File: config.mk
export PLATFORM = sky130hd
export DESIGN_NAME = div_unit_flat
export DESIGN_NICKNAME = d
export VERILOG_FILES = /design/src/rtl/div_if.sv /design/src/rtl/div_unit.sv /design/src/flat_wrapper.sv
export SDC_FILE = /design/constraint.sdc
export NUM_CORES = 1
export LEC_CHECK = 0
export CAP_MARGIN = 5
export CORE_MARGIN = 2
export CORE_UTILIZATION = 65
export DETAILED_ROUTE_END_ITERATION = 8
export DONT_BUFFER_PORTS = 1
export GPL_TIMING_DRIVEN = 0
export PLACE_DENSITY = 0.85
export RECOVER_POWER = 50
export SLEW_MARGIN = 20
export SYNTH_ARGS = -nofsm -noshare
export SYNTH_HDL_FRONTEND = slang
export SYNTH_SLANG_ARGS = --single-unit
export TNS_END_PERCENT = 100
File: constraint.sdc
create_clock -name clk -period 6.7 [get_ports clk]
set_input_delay 0.67 -clock clk [delete_from_list [all_inputs] [get_ports clk]]
set_output_delay 0.67 -clock clk [all_outputs]
set_load 0.02 [all_outputs]
File: src/rtl/div_if.sv
// Request/response bundle between the control path and the RV32M divide unit.
// The requester drives the operation; the divider answers with status and write-back.
interface div_if #(
    parameter int XLEN = 32
);
    logic            Start;
    logic [2:0]      Funct3;
    logic [4:0]      Rd_in;
    logic [XLEN-1:0] Operand_a;
    logic [XLEN-1:0] Operand_b;
    logic            Busy;
    logic            Done;
    logic [XLEN-1:0] Result;
    logic [4:0]      Rd_out;
    logic            RegWrite_out;

    modport master (
        output Start, Funct3, Rd_in, Operand_a, Operand_b,
        input  Busy, Done, Result, Rd_out, RegWrite_out
    );

    modport slave (
        input  Start, Funct3, Rd_in, Operand_a, Operand_b,
        output Busy, Done, Result, Rd_out, RegWrite_out
    );
endinterface

File: src/rtl/div_unit.sv
// Iterative restoring divider for DIV/DIVU/REM/REMU, one quotient bit per cycle,
// with a one-cycle write-back pulse into the register file.
module div_unit #(
    parameter int XLEN = 32
) (
    input  logic  clk,
    input  logic  reset_n,
    div_if.slave  bus
);
    localparam int CW = $clog2(XLEN);
    localparam logic [XLEN-1:0] INT_MIN = {1'b1, {(XLEN-1){1'b0}}};

    typedef enum logic [1:0] {IDLE, CALC, DONE} state_t;

    state_t          state;
    logic [CW-1:0]   cnt;
    logic            op_rem, neg_q, neg_r;
    logic [4:0]      rd_q;
    logic [XLEN-1:0] divisor, rem, quo;

    logic            busy_r, done_r, regwrite_r;
    logic [XLEN-1:0] result_r;
    logic [4:0]      rd_out_r;

    // Decode of the request presented in IDLE
    logic            accept, is_signed, a_neg, b_neg, div_zero, ovf, special;
    logic [XLEN-1:0] a_mag, b_mag, sp_res;

    always_comb begin
        accept    = (state == IDLE) && bus.Start && bus.Funct3[2];
        is_signed = ~bus.Funct3[0];
        a_neg     = is_signed & bus.Operand_a[XLEN-1];
        b_neg     = is_signed & bus.Operand_b[XLEN-1];
        a_mag     = a_neg ? -bus.Operand_a : bus.Operand_a;
        b_mag     = b_neg ? -bus.Operand_b : bus.Operand_b;
        div_zero  = (bus.Operand_b == '0);
        ovf       = is_signed && (bus.Operand_a == INT_MIN) && (&bus.Operand_b);
        special   = div_zero | ovf;
        if (div_zero)
            sp_res = bus.Funct3[1] ? bus.Operand_a : '1;
        else
            sp_res = bus.Funct3[1] ? '0 : INT_MIN;
    end

    // One restoring step. The trial compare uses the full XLEN+1-bit shifted
    // remainder; when it succeeds the true difference always fits in XLEN bits,
    // so the low-XLEN subtraction is exact.
    logic [XLEN:0]   shifted;
    logic            ge;
    logic [XLEN-1:0] diff_lo, new_rem, new_quo, fin_q, fin_r;

    always_comb begin
        shifted = {rem, quo[XLEN-1]};
        ge      = (shifted >= {1'b0, divisor});
        diff_lo = shifted[XLEN-1:0] - divisor;
        new_rem = ge ? diff_lo : shifted[XLEN-1:0];
        new_quo = {quo[XLEN-2:0], ge};
        fin_q   = neg_q ? -new_quo : new_quo;
        fin_r   = neg_r ? -new_rem : new_rem;
    end

    always_ff @(posedge clk or negedge reset_n) begin
        if (!reset_n) begin
            state      <= IDLE;
            cnt        <= '0;
            op_rem     <= 1'b0;
            neg_q      <= 1'b0;
            neg_r      <= 1'b0;
            rd_q       <= '0;
            divisor    <= '0;
            rem        <= '0;
            quo        <= '0;
            busy_r     <= 1'b0;
            done_r     <= 1'b0;
            regwrite_r <= 1'b0;
            result_r   <= '0;
            rd_out_r   <= '0;
        end else begin
            done_r     <= 1'b0;
            regwrite_r <= 1'b0;
            case (state)
                IDLE: begin
                    if (accept) begin
                        op_rem  <= bus.Funct3[1];
                        neg_q   <= a_neg ^ b_neg;
                        neg_r   <= a_neg;
                        rd_q    <= bus.Rd_in;
                        divisor <= b_mag;
                        rem     <= '0;
                        quo     <= a_mag;
                        cnt     <= '0;
                        busy_r  <= 1'b1;
                        if (special) begin
                            state      <= DONE;
                            result_r   <= sp_res;
                            rd_out_r   <= bus.Rd_in;
                            done_r     <= 1'b1;
                            regwrite_r <= |bus.Rd_in;
                        end else begin
                            state <= CALC;
                        end
                    end
                end
                CALC: begin
                    rem <= new_rem;
                    quo <= new_quo;
                    cnt <= cnt + CW'(1);
                    if (cnt == CW'(XLEN-1)) begin
                        state      <= DONE;
                        result_r   <= op_rem ? fin_r : fin_q;
                        rd_out_r   <= rd_q;
                        done_r     <= 1'b1;
                        regwrite_r <= |rd_q;
                    end
                end
                DONE: begin
                    state  <= IDLE;
                    busy_r <= 1'b0;
                end
                default: begin
                    state  <= IDLE;
                    busy_r <= 1'b0;
                end
            endcase
        end
    end

    assign bus.Busy         = busy_r;
    assign bus.Done         = done_r;
    assign bus.RegWrite_out = regwrite_r;
    assign bus.Result       = result_r;
    assign bus.Rd_out       = rd_out_r;
endmodule

File: src/flat_wrapper.sv
// flat-port wrapper written by rule: the top's interface ports become plain ports
module div_unit_flat 
#(
    parameter int XLEN = 32
)
  (clk, reset_n, bus_Start, bus_Funct3, bus_Rd_in, bus_Operand_a, bus_Operand_b, bus_Busy, bus_Done, bus_Result, bus_Rd_out, bus_RegWrite_out);
  div_if #(.XLEN(XLEN)) bus_i ();
  input  logic clk;
  input  logic reset_n;
  input wire logic [$bits(bus_i.Start)-1:0] bus_Start;
  input wire logic [$bits(bus_i.Funct3)-1:0] bus_Funct3;
  input wire logic [$bits(bus_i.Rd_in)-1:0] bus_Rd_in;
  input wire logic [$bits(bus_i.Operand_a)-1:0] bus_Operand_a;
  input wire logic [$bits(bus_i.Operand_b)-1:0] bus_Operand_b;
  output wire logic [$bits(bus_i.Busy)-1:0] bus_Busy;
  output wire logic [$bits(bus_i.Done)-1:0] bus_Done;
  output wire logic [$bits(bus_i.Result)-1:0] bus_Result;
  output wire logic [$bits(bus_i.Rd_out)-1:0] bus_Rd_out;
  output wire logic [$bits(bus_i.RegWrite_out)-1:0] bus_RegWrite_out;
  assign bus_i.Start = bus_Start;
  assign bus_i.Funct3 = bus_Funct3;
  assign bus_i.Rd_in = bus_Rd_in;
  assign bus_i.Operand_a = bus_Operand_a;
  assign bus_i.Operand_b = bus_Operand_b;
  assign bus_Busy = bus_i.Busy;
  assign bus_Done = bus_i.Done;
  assign bus_Result = bus_i.Result;
  assign bus_Rd_out = bus_i.Rd_out;
  assign bus_RegWrite_out = bus_i.RegWrite_out;
  div_unit #(.XLEN(XLEN)) u_core (.clk(clk), .reset_n(reset_n), .bus(bus_i));
endmodule
### Word level (Yosys, flattened, before mapping)

Index checks and enable logic that the tools add are counted.
W data, S select, Z words.

* bits in registers: 151
* bits in latches: 0
* bits in writable memories: 0
* memory bits (read-only): 0
* input port bits: 75
* output and inout port bits: 40
* logic and storage cells: 85
* memories kept: 0

* add/sub/neg operators: 6
* multiply operators: 0
* div/mod/pow operators: 0
* $lt $le $gt $ge: 1
* equal/unequal tests: 6
* shift operators: 0
* multiplexer cells: 37
* bitwise gates (word level): 6
* reductions and logical operators: 15

Operators by type and width (number)
* $mux W32: 14
* $pmux W32 S2: 3
* $neg A32 Y32: 4
* $ge A33 B32 Y1: 1
* $eq A32 B32 Y1 const B: 1
* $logic_not A32 Y1: 1
* $reduce_and A32 Y1: 1
* $sub A32 B32 Y32: 1
* $mux W5: 4
* $pmux W5 S2: 2
* $reduce_or A5 Y1: 2
* $reduce_and A2 Y1: 4
* $mux W1: 7
* $mux W2: 3
* $ne A2 B1 Y1 const B: 3
* $pmux W1 S2: 3
* $add A5 B1 Y5 const B: 1
* $eq A5 B5 Y1 const B: 1
* $logic_and A1 B1 Y1: 4
* $pmux W2 S2: 1
* $reduce_and A4 Y1: 1
* $and A1 B1 Y1: 2
* $eq A2 B1 Y1 const B: 1
* $logic_not A2 Y1: 1
* other kinds (4): 5

### Logic depth before layout (Yosys ltp)

* depth after elaboration: 7
* gate-level depth with buffers: 24
* depth with buffers taken out: 19

### Worst setup path before layout

No wires, ideal clock.

* path type: register to register
* from: register u_core.rem[25]
* to: register u_core.result_r[30], in the netlist u_core.bus.Result[30]
* library setup time: 0.077 ns
* data arrival time: 4.437 ns
* data required time: 6.623 ns
* path slack: 2.186 ns
* cell stages (with the launch flop): 20
* buffers on the path: 3
* period minus slack after synthesis: 4.514 ns
* cells stage by stage: dfrtp_1 ha_1 a21oi_1 o21ai_0 a2111oi_0 o211a_1 o21ai_4 inv_2 buf_6 buf_2 buf_2 mux2i_1 ha_1 nand2_1 o41a_4 a211oi_2 nand3_1 nor3_1 mux2_1 a21oi_1

* word-level cells in the longest chain between the ends: 7
* elaborated cells on any way between the ends: 10
* those cells by class: add/sub (3); order compare (1); mux (6)

RTL lines
* start: declaration: line div_unit.sv:19 `logic [XLEN-1:0] divisor, rem, quo;`
* start signal: assignment: line div_unit.sv:105 `rem <= new_rem;`
* $sub A32 B32 Y32 or $ge A33 B32 Y1 (tied branches): line div_unit.sv:55, div_unit.sv:54
* $mux W32: line div_unit.sv:56 `new_rem = ge ? diff_lo : shifted[XLEN-1:0];`
* $neg A32 Y32: line div_unit.sv:59 `fin_r = neg_r ? -new_rem : new_rem;`
* $mux W32: line div_unit.sv:59
* $mux W32 (*): line div_unit.sv:110 `result_r <= op_rem ? fin_r : fin_q;`
* $mux W32 (*): line div_unit.sv:108 `if (cnt == CW'(XLEN-1)) begin`
* $pmux W32 S2 (*): line div_unit.sv:81 `case (state)`
* end signal: assignment: line div_unit.sv:95 `result_r <= sp_res;`
* end signal: assignment: line div_unit.sv:110
* end: declaration: line div_unit.sv:22 `logic [XLEN-1:0] result_r;`

Mark *: on every way between the ends. The rest lies on a longest branch, timed or not. The select of a mux whose other input is x is not followed.
A chain may end at the register's enable or synchronous reset.

### Worst setup path after layout

* from: register u_core.rem[14]
* to: register u_core.result_r[30], in the netlist u_core.bus.Result[30]

The elaborated chain is that of the path after synthesis.

==> out/qor.txt <==
Count of final max-slew check failures -> 152
Clk pin slew, worst setup/hold paths -> 0.08 ns
CP startpoint -> u_core.rem[14]
Vias in the first global route -> 11529
Arrival time worst endpoint -> 6.35 ns
Area contributors post-synth -> dfrtp_1 (31%), o21ai_0 (7.6%), nand2_1 (5.2%)
Final Hold Vio Count -> 0
Largest net degree at the start of global routing -> 152
Hold path depth -> 1
Cell taking the most area after synthesis -> dfrtp_1
R2r worst-path depth -> 21
Io pins -> 115
Avg WL per Cell -> 23.20 µm
Post-DP HPWL -> 32520 µm
Period utilisation layout -> 89.25%
TNS Setup -> 0 ns
DRC violation count after routing -> 0
Top cells by count, synth -> o21ai_0 (184), nand2_1 (167), dfrtp_1 (151)
Post-synth EDFFs -> 0
Final setup vio count -> 0
Slew @ Worst Pin -> 3.760 ns
WS Path Type -> reg2reg
Area Overhead vs Synth -> 7.424%
Most used cell, CP -> nor3_1
Clock Sinks -> 151
GRT Total Usage -> 42.02%
Core box area -> 18520 µm²
Drt total wl -> 42200 µm
Async SR Flop Fraction -> 100.0%
Top delay family on crit path -> simple AND/OR/NAND/NOR gates
Status -> finished with violations
WP buf/inv -> 4
Average size of a mapped cell -> 7.840 µm²
Routability cong. -> 1.031
Detailed Routing Iterations Pass 1 -> 8
Vias per Instance -> 6.899
Antenna Cells -> 0
Port Buffer Count -> 0
CTS tree -> yes
Clock latency on the worst-skew pair -> 0.44 ns
Total die area -> 19830 µm²
Worst slew margin -> -150.7%
CTS H-Tree Depth -> 4
Slowest cell on the critical path -> nor3_1
Final antenna-violating net count -> 0
Worst Hold Path EP -> u_core.neg_q
CTS buffer count -> 17
Startpoint Class -> register
Initial antenna violation count -> 0
Clock buffer depth -> 2
Failing checks -> capacitance limit, slew limit
Top FF cell, synth -> dfrtp_1
RR Startpoint -> u_core.rem[14]
CP Capture Type -> register
Synth Cell Area -> 12170 µm²
Most numerous cell in the Yosys netlist -> o21ai_0
Max-cap viol count -> 1
Die H -> 140.8 µm
Post-synth top area share -> 31.05%
YS warnings -> 0
Syn nets -> 1667
Clk root buf -> clkbuf_16
Cts repair resizes -> 0
Global route total overflow -> 0
Synth unique cells -> 83
Number of cells produced by synthesis -> 1552
Row count -> 50
HP Class -> in2reg
Final #Nets -> 1687
Fillers -> 1539
Slowest stage delay, CP -> 0.63 ns
Tmin final -> 5.980 ns
DR iter-0 viols -> 1651
Chip width -> 140.8 µm
RSZ-0062 raised after global routing -> false
Max Fanout on Critical Path -> 10
Fmax -> 167.2 MHz
Worst R2R End -> u_core.bus.Result[30]
Req. time, crit path -> 7.07 ns
Layout cells sized above 1 -> 6.183%
Post-CTS setup buffers -> 0
Via count -> 12549
Hold path start -> bus_Funct3[0]
Post-synthesis sequential area ratio -> 31.05%
Hold Buf Count CTS -> 1
Initial Util -> 65.71%
Setup slack, reg-to-reg -> 0.72 ns
First-pass GRT wire length -> 63940 µm
Clock Skews -> 0.01287 ns
Crit-path cells -> ha_1, buf_2, nand4_1, nor3_1, nand4_1, o211a_1, o21ai_4, clkbuf_1, buf_2, nand2_1, o21ai_0, ha_1, inv_1, nor3_1, o211ai_1, o41a_4, a211oi_2, nand3_1, nor3_1, mux2_1, a21oi_1
Flops & latches, synth -> 151
==> flip-flops by register name, indices dropped and copies added (netlist names), 2 cells and up <==
signal / cells
u_core.bus.Rd_out: 5
u_core.bus.Result: 32
u_core.cnt: 5
u_core.divisor: 32
u_core.quo: 32
u_core.rd_q: 5
u_core.rem: 32
u_core.state: 2
==> layer usage <==
layer | GRT usage, % | share of wire, %
met1 | 58.02 | 41
met4 | 11.42 | 2.7
met3 | 13.93 | 13
met5 | 0 | 0
met2 | 63.77 | 44
==> per-stage QoR <==
step           utilization (%)  cell area (µm²)  cells  setup WS [ns]  hold WS (ns)
2_1_floorplan                -            12170   1552          2.186        0.3744
3_3_place_gp             67.29            12460   1786          1.056        0.3768
3_5_place_dp             67.30            12460   1786         0.9533        0.3762
4_1_cts                  70.71            13090   1819         0.9166        0.2775
5_1_grt                  70.59            13070   1819         0.5007        0.3297
6_report                 70.59            13070   1819         0.7200        0.3240
==> placed cells by master, fill, tap and decap left out, types with 58 or more instances in the layout <==
cell,n
nand3_1,59
a21oi_1,102
o21ai_0,184
xnor2_1,67
xor2_1,58
nand2_1,167
dfrtp_1,151
inv_1,58
nor2_1,122
clkbuf_1,67
==> worst reg2reg max path, stage by stage, from the launching register on <==
cell	delay, ns
dfrtp_1	0.49
ha_1	0.33
buf_2	0.17
nand4_1	0.15
nor3_1	0.63
nand4_1	0.21
o211a_1	0.27
o21ai_4	0.20
clkbuf_1	0.58
buf_2	0.43
nand2_1	0.10
o21ai_0	0.21
ha_1	0.32
inv_1	0.07
nor3_1	0.23
o211ai_1	0.15
o41a_4	0.17
a211oi_2	0.25
nand3_1	0.18
nor3_1	0.27
mux2_1	0.35
a21oi_1	0.14
==> cells by family after synthesis <==
logic type	after synthesis	share of synthesized area, %
and+or+nand+nor	541	21.64
muxes	30	2.519
xor gates and xnor gates	125	8.997
buffers and inverters	156	5.213
AOI/OAI and AO/OA	509	26.41
DFF	151	31.05
adders and majority gates	40	4.175
==> area by class of cell <==
type	instances	area [µm²]	area share [%]
Buffer	95	405.4	3.101
Clock buffer	17	425.4	3.255
Inverter	61	229.0	1.752
Clock inverter	15	178.9	1.369
Multi-Input combinational cell	1245	7756	59.34
Tap cell	234	292.8	2.240
Timing Repair Buffer	1	5.005	0.03829
Sequential cell	151	3779	28.91
==> how the worst max path moves through the flow <==
stage          cells past startpoint  slack, ns               endpoint
5_1_grt                           21       0.50  u_core.bus.Result[30]
3_5_place_dp                      21       0.95  u_core.bus.Result[30]
4_1_cts                           21       0.92  u_core.bus.Result[30]
2_1_floorplan                     19       2.19  u_core.bus.Result[30]
3_3_place_gp                      21       1.06  u_core.bus.Result[30]
6_report                          21       0.72  u_core.bus.Result[30]
Power is left out: the tool's default activity adds up to more than one toggle a clock period on the data nets, which glitch-free logic cannot reach.
